===== config.mk =====
export PLATFORM = sky130hd
export DESIGN_NAME = timer_entry_loader
export DESIGN_NICKNAME = d
export VERILOG_FILES = /design/src/rtl/timer_entry_loader.sv
export SDC_FILE = /design/constraint.sdc
export NUM_CORES = 1
export LEC_CHECK = 0
export ABC_AREA = 1
export BUFFER_PORTS_ARGS = -buffer_cell sky130_fd_sc_hd__buf_2
export CAP_MARGIN = 20
export CORE_ASPECT_RATIO = 1.4
export CORE_MARGIN = 2
export CORE_UTILIZATION = 45
export CTS_CLUSTER_DIAMETER = 120
export DETAILED_ROUTE_END_ITERATION = 16
export PLACE_DENSITY_LB_ADDON = 0.12
export SYNTH_ARGS = -nofsm -noshare
export SYNTH_HDL_FRONTEND = slang
export SYNTH_SLANG_ARGS = --single-unit

===== constraint.sdc =====
create_clock -name clock -period 2.34 [get_ports clock]
set_clock_uncertainty 0.2 [all_clocks]
set_input_delay 0.468 -clock clock [delete_from_list [all_inputs] [get_ports clock]]
set_output_delay 0.468 -clock clock [all_outputs]
set_load 0.03 [all_outputs]

===== src/rtl/timer_entry_loader.sv =====
// ============================================================================
// Module   : timer_entry_loader
// Brief    : Keypad M:SS entry, validation and parallel-load/start sequencing
//            for the BCD countdown timer chain.
// Revision : 1.0
// ============================================================================
`default_nettype none

module timer_entry_loader #(
  parameter int MAX_SEC_TENS = 5
) (
  input  logic       clock,
  input  logic       clrn,
  input  logic       key_valid,
  input  logic [3:0] key_code,
  input  logic       key_clear,
  input  logic       start,
  input  logic       running,
  output logic       loadn,
  output logic [3:0] data_sec_ones,
  output logic [3:0] data_sec_tens,
  output logic [3:0] data_min_ones,
  output logic [1:0] digit_count,
  output logic       start_out,
  output logic       cancel,
  output logic       err,
  output logic       busy
);

  typedef enum logic [2:0] {
    S_IDLE  = 3'd0,
    S_ENTRY = 3'd1,
    S_LOAD  = 3'd2,
    S_ARM   = 3'd3,
    S_BUSY  = 3'd4
  } state_t;

  localparam logic [3:0] c_max_sec_tens = 4'(MAX_SEC_TENS);

  state_t     r_state;
  logic       r_loadn;
  logic [3:0] r_sec_ones;
  logic [3:0] r_sec_tens;
  logic [3:0] r_min_ones;
  logic [1:0] r_digit_count;
  logic       r_start_out;
  logic       r_cancel;
  logic       r_err;
  logic       r_busy;

  logic w_digit;
  logic w_tens_bad;

  assign w_digit    = key_valid && (key_code <= 4'd9);
  assign w_tens_bad = r_sec_tens > c_max_sec_tens;

  always_ff @(posedge clock or negedge clrn) begin
    if (!clrn) begin
      r_state       <= S_IDLE;
      r_loadn       <= 1'b1;
      r_sec_ones    <= 4'd0;
      r_sec_tens    <= 4'd0;
      r_min_ones    <= 4'd0;
      r_digit_count <= 2'd0;
      r_start_out   <= 1'b0;
      r_cancel      <= 1'b0;
      r_err         <= 1'b0;
      r_busy        <= 1'b0;
    end else begin
      r_loadn     <= 1'b1;
      r_start_out <= 1'b0;
      r_cancel    <= 1'b0;
      r_err       <= 1'b0;
      case (r_state)
        S_IDLE, S_ENTRY: begin
          if (key_clear) begin
            r_sec_ones    <= 4'd0;
            r_sec_tens    <= 4'd0;
            r_min_ones    <= 4'd0;
            r_digit_count <= 2'd0;
            r_state       <= S_IDLE;
          end else if (start) begin
            // A digit arriving with start is dropped; IDLE implies an empty buffer.
            if (r_state == S_ENTRY) begin
              if (w_tens_bad) begin
                r_err <= 1'b1;
              end else begin
                r_state <= S_LOAD;
                r_loadn <= 1'b0;
                r_busy  <= 1'b1;
              end
            end
          end else if (w_digit && (r_digit_count != 2'd3)) begin
            r_min_ones    <= r_sec_tens;
            r_sec_tens    <= r_sec_ones;
            r_sec_ones    <= key_code;
            r_digit_count <= r_digit_count + 2'd1;
            r_state       <= S_ENTRY;
          end
        end
        S_LOAD: begin
          r_state     <= S_ARM;
          r_start_out <= 1'b1;
        end
        S_ARM: begin
          r_state <= S_BUSY;
        end
        S_BUSY: begin
          if (key_clear || !running) begin
            r_cancel      <= key_clear;
            r_sec_ones    <= 4'd0;
            r_sec_tens    <= 4'd0;
            r_min_ones    <= 4'd0;
            r_digit_count <= 2'd0;
            r_busy        <= 1'b0;
            r_state       <= S_IDLE;
          end
        end
        default: begin
          r_state <= S_IDLE;
          r_busy  <= 1'b0;
        end
      endcase
    end
  end

  assign loadn         = r_loadn;
  assign data_sec_ones = r_sec_ones;
  assign data_sec_tens = r_sec_tens;
  assign data_min_ones = r_min_ones;
  assign digit_count   = r_digit_count;
  assign start_out     = r_start_out;
  assign cancel        = r_cancel;
  assign err           = r_err;
  assign busy          = r_busy;

endmodule

`default_nettype wire


==> After elaboration in Yosys (flattened, before gate mapping) <==
Index checks and enable logic that the tools add are counted.
{ "op_classes": {"add_sub_neg": 1, "order_cmp": 2, "eq_ne": 15, "muxes": 43, "n_bitwise": 1, "n_reduce_logical": 11} }
{ "ops": {"columns": ["cell", "count"], "rows": [
  ["$mux W4", 10],
  ["$pmux W4 S2", 3],
  ["$mux W3", 6],
  ["$mux W1", 17],
  ["$ne A2 B2 Y1 const B", 6],
  ["$ne A4 B4 Y1 const B", 3],
  ["$pmux W3 S4", 1],
  ["$mux W2", 4],
  ["$reduce_and A4 Y1", 2],
  ["$eq A3 B2 Y1 const B", 2],
  ["$ne A3 B3 Y1 const B", 2],
  ["$reduce_and A6 Y1", 1],
  ["$gt A4 B3 Y1 const B", 1],
  ["$le A4 B4 Y1 const B", 1],
  ["$pmux W2 S2", 1],
  ["$reduce_or A2 Y1", 2],
  ["$eq A3 B1 Y1 const B", 1],
  ["$eq A3 B3 Y1 const B", 1],
  ["$logic_not A3 Y1", 1],
  ["$pmux W1 S3", 1],
  ["$add A2 B1 Y2 const B", 1],
  ["$logic_and A1 B1 Y1", 2],
  ["$reduce_bool A2 Y1", 1],
  ["$logic_not A1 Y1", 1],
  ["2 further kinds", 2]
]} }
{ "word_totals": {"ff_bits": 22, "input_bits": 10, "output_inout_bits": 19, "wordCells": 83} }

==> Depth between registers and ports, before layout <==
{ "logic_depth": {"depth_word": 7, "depth_mapped": 10, "mapped_depth_nobuf": 9} }

==> Worst setup path after synthesis <==
No wires, ideal clock.
{ "synth_path": {"path_kind": "register to register", "start": "register r_digit_count[0], in the netlist digit_count[0]", "end": "register r_digit_count[0], in the netlist digit_count[0]", "setup_ns": 0.118, "arrival_ns": 1.318, "required_ns": 2.022, "slack_ns": 0.704, "stages_incl_launch_ff": 9, "n_path_buf": 1, "synth_period_minus_slack_ns": 1.636, "path_cell_list": "dfrtp_1 ha_1 nor2_1 nand2_1 nand3_2 nand2_4 buf_6 nand2_1 nand2_1"} }
{ "synth_via": {"elab_chain_cells": 5, "word_cells_on_any_way": 9, "cone_classes": "add/sub: 1; eq/ne: 2; mux: 4; reduce/logical: 2"} }
{ "synth_lines": {"columns": ["element", "line", "text"], "rows": [
  ["start, declared", "45", "logic [1:0] r_digit_count;"],
  ["start signal, assigned", "97", "r_digit_count <= r_digit_count + 2'd1;"],
  ["$add A2 B1 Y2", "97", null],
  ["$mux W2", "93", "end else if (w_digit && (r_digit_count != 2'd3)) begin"],
  ["$mux W2", "82", "end else if (start) begin"],
  ["$mux W2", "76", "if (key_clear) begin"],
  ["$pmux W2 S2", "74", "case (r_state)"]
]} }
Several ways; a longest one is shown, not always the timed one. The select of a mux whose other input is x is not followed.
A chain may end at the register's enable or synchronous reset.

==> Final worst setup path <==
{ "layout_path": {"start": "register r_digit_count[0], in the netlist digit_count[0]", "end": "register r_sec_tens[3], in the netlist data_sec_tens[3]"} }
{ "layout_via": {"elab_chain_cells": 4} }
{ "layout_lines": {"columns": ["element", "line", "text"], "rows": [
  ["$ne A2 B2 Y1", "93", null],
  ["$logic_and A1 B1 Y1", "93", null],
  ["$ne A3 B3 Y1 (no source line)", null, null],
  ["$reduce_and A4 Y1 (no source line)", null, null],
  ["end signal, assigned", "95", "r_sec_tens <= r_sec_ones;"],
  ["end, declared", "43", "logic [3:0] r_sec_tens;"]
]} }
No other way between the ends.

==> metrics.yaml <==
yosys:
  synth_cell_types: 23
  syn_inst: 147
  yosys_warnings: 0
  seq_area_frac_synth_pct: 48.0
  syn_nets: 158
  synth-seq-cells: 22
  syn_area_um2: 1150
  syn_avg_cell_area_um2: 7.82
worst_setup_path:
  worst-setup-path-type: "reg -> reg"
  cp-start-kind: "register"
  end_kind: "register"
  critical_path_arrival_ns: 1.70
  cp_max_fo: 15
  cp_data_required_time_ns: 2.34
drt:
  drtIter0Drc: 23
  dr_total_vias: 991
  drc: 0
  dr.pass1.iters: 4
  ant_nets: 0
  wl_um: 2150
  wire_per_inst_um: 10.2
  via_per_inst: 4.72
cts:
  clk_latency_ns: 0.31
  clk_pin_slew_ns: 0.12
  clock_path_buffers: 2
  clock-sinks: 22
  cts_resized: 0
  ctsHtreeMaxLevel: 1
  numCtsBuffers: 3
  tritoncts: "yes"
  postCtsSetupRepairBufs: 0
  cts.root.buffer_cell: "clkbuf_4"
  postCtsHoldBufs: 1
pwr:
  p_per_area_nw_per_um2: 1240
  comb_power_share_pct: 50.6
  clock_power_share_pct: 12.5
  p_leak_nw: 0.787
  power.switching_mw: 0.814
  vdd_drop_max_mv: 0.507
  power_frac_seq_pct: 36.8
  swShare_pct: 48.9
  internal-power_mw: 0.852
layout:
  diodes: 0
  syn2layout_area_growth_pct: 17.0
  final_common_cell: "nand2_1"
  fin_cells: 210
  layout-drive-gt1-share_pct: 26.1
  final_cell_mix: "nand2_1 (42), buf_2 (28), nor2_1 (21), dfrtp_1 (21), nand3_1 (19)"
  nets: 188
  final_util_pct: 55.6
placement:
  hpwl_um: 1660
  portBuffers: 28
  dp_cells: 205
  gp_congestion: 0.771
floorplanning:
  row_count: 21
  initial_core_util_pct: 47.6
  die_h_um: 63.8
  die_area_um2: 2980
  boundaryPins: 29
  die_x_um: 46.7
  core-area_um2: 2420
sta:
  drv_slew: 0
  slew_headroom_pct: 67.9
  period_needed_ns: 1.69
  setup_viol: 0
  hold_violations: 0
  worst_pin_slew_ns: 0.482
  period_share_pct: 72.3
  rsz0062_at_grt: "false"
  fmax_mhz: 591
  tns_ns: 0
global_routing:
  met2_usage_pct: 28.3
  use_met1_pct: 21.8
  met3_usage_pct: 1.69
  grt_pass1_vias: 902
  grtUsageTotal_pct: 17.1
  grt-busiest-layer: "met2"
  grt_pass1_wl_um: 3770
  antenna_found_initial: 0
  grt-ovfl-total: 0
  grt_max_degree: 23
min_path:
  min_path_type: "in -> reg"
flow_run:
  max_cap_viol_count: 0
run_status:
  status: "complete, no violations"
area by class of cell:
cell class	count	area, um2
fill	254	1070
sequential	22	552
multi-input combinational	100	485
timing repair buffer	29	150
inverter	21	78.8
tap	34	42.5
clock buffer	4	36.3
logic make-up (layout without fill, tap and decap cells):
family	Yosys count	count (layout)	share of synthesized area (%)
buf+inv	25	54	9.79
fa+ha+maj	1	1	1.09
simple gates	93	93	38.0
flops	22	22	48.0
compound gates	6	6	3.16
synth_stat cells (all sizes together):
cell type	number	share of area (%)
ha	1	1.1
dfrtp	21	46
nand2	45	16
o31ai	1	0.65
a21oi	1	0.43
nand4	3	2.2
clkbuf	1	0.65
buf	3	2.3
o21ai	4	2.1
dfstp	1	2.3
nor2	23	9.1
nor3	1	0.43
inv	21	6.9
nand3	21	10
power by group through the flow:
stage	Combinational [mW]	Clock [mW]	Sequential (mW)
final	0.844	0.209	0.614
after global routing	0.945	0.233	0.640
after CTS	0.855	0.217	0.618
after floorplan	0.432	0	0.851
after global placement	0.848	0	0.621
after detailed placement	0.850	0	0.626
critical path, stage by stage (launching register included):
cell and delay, ns:
dfrtp_1 0.43, ha_1 0.21, nor2_1 0.10, nand2_1 0.09, nand3_2 0.25, nand2_4 0.16, nand2_1 0.09, nand2_1 0.05
layer usage:
| metal | share of wire (%) | wire (um) |
|---|---|---|
| met1 | 43 | 916 |
| met2 | 52 | 1110 |
| met3 | 4.1 | 88 |
| met4 | 1.7 | 37 |
| met5 | 0 | 0 |
registers in the layout, summed over array words and instances, names as in the netlist:
| register | cells |
|---|---|
| start_out | 1 |
| data_min_ones | 4 |
| loadn | 1 |
| r_state | 3 |
| digit_count | 2 |
| busy | 1 |
| data_sec_ones | 4 |
| data_sec_tens | 4 |
| err | 1 |
| cancel | 1 |
worst paths after layout:
| check | slack [ns] | startpoint | to | cells after the start |
|---|---|---|---|---|
| max | 0.65 | digit_count[0] | data_sec_tens[3] | 7 |
| min | 0.24 | start | err | 3 |
| max reg2reg | 0.65 | digit_count[0] | data_sec_tens[3] | 7 |
| min reg2reg | 0.28 | data_min_ones[1] | data_min_ones[1] | 2 |
| max in group asynchronous | 1.14 | clrn | loadn | 2 |
| min in group asynchronous | 0.43 | clrn | digit_count[0] | 2 |
metrics by stage:
stage	area [um2]	worst slack, ns	hold slack, ns	power, mW
2_1_floorplan	1150	0.704	-0.0276	1.28
3_3_place_gp	1300	0.609	0.254	1.47
3_5_place_dp	1300	0.587	0.256	1.48
4_1_cts	1350	0.638	0.235	1.69
5_1_grt	1350	0.477	0.246	1.82
6_report	1350	0.649	0.244	1.67
Power figures use the tool's default switching activity.
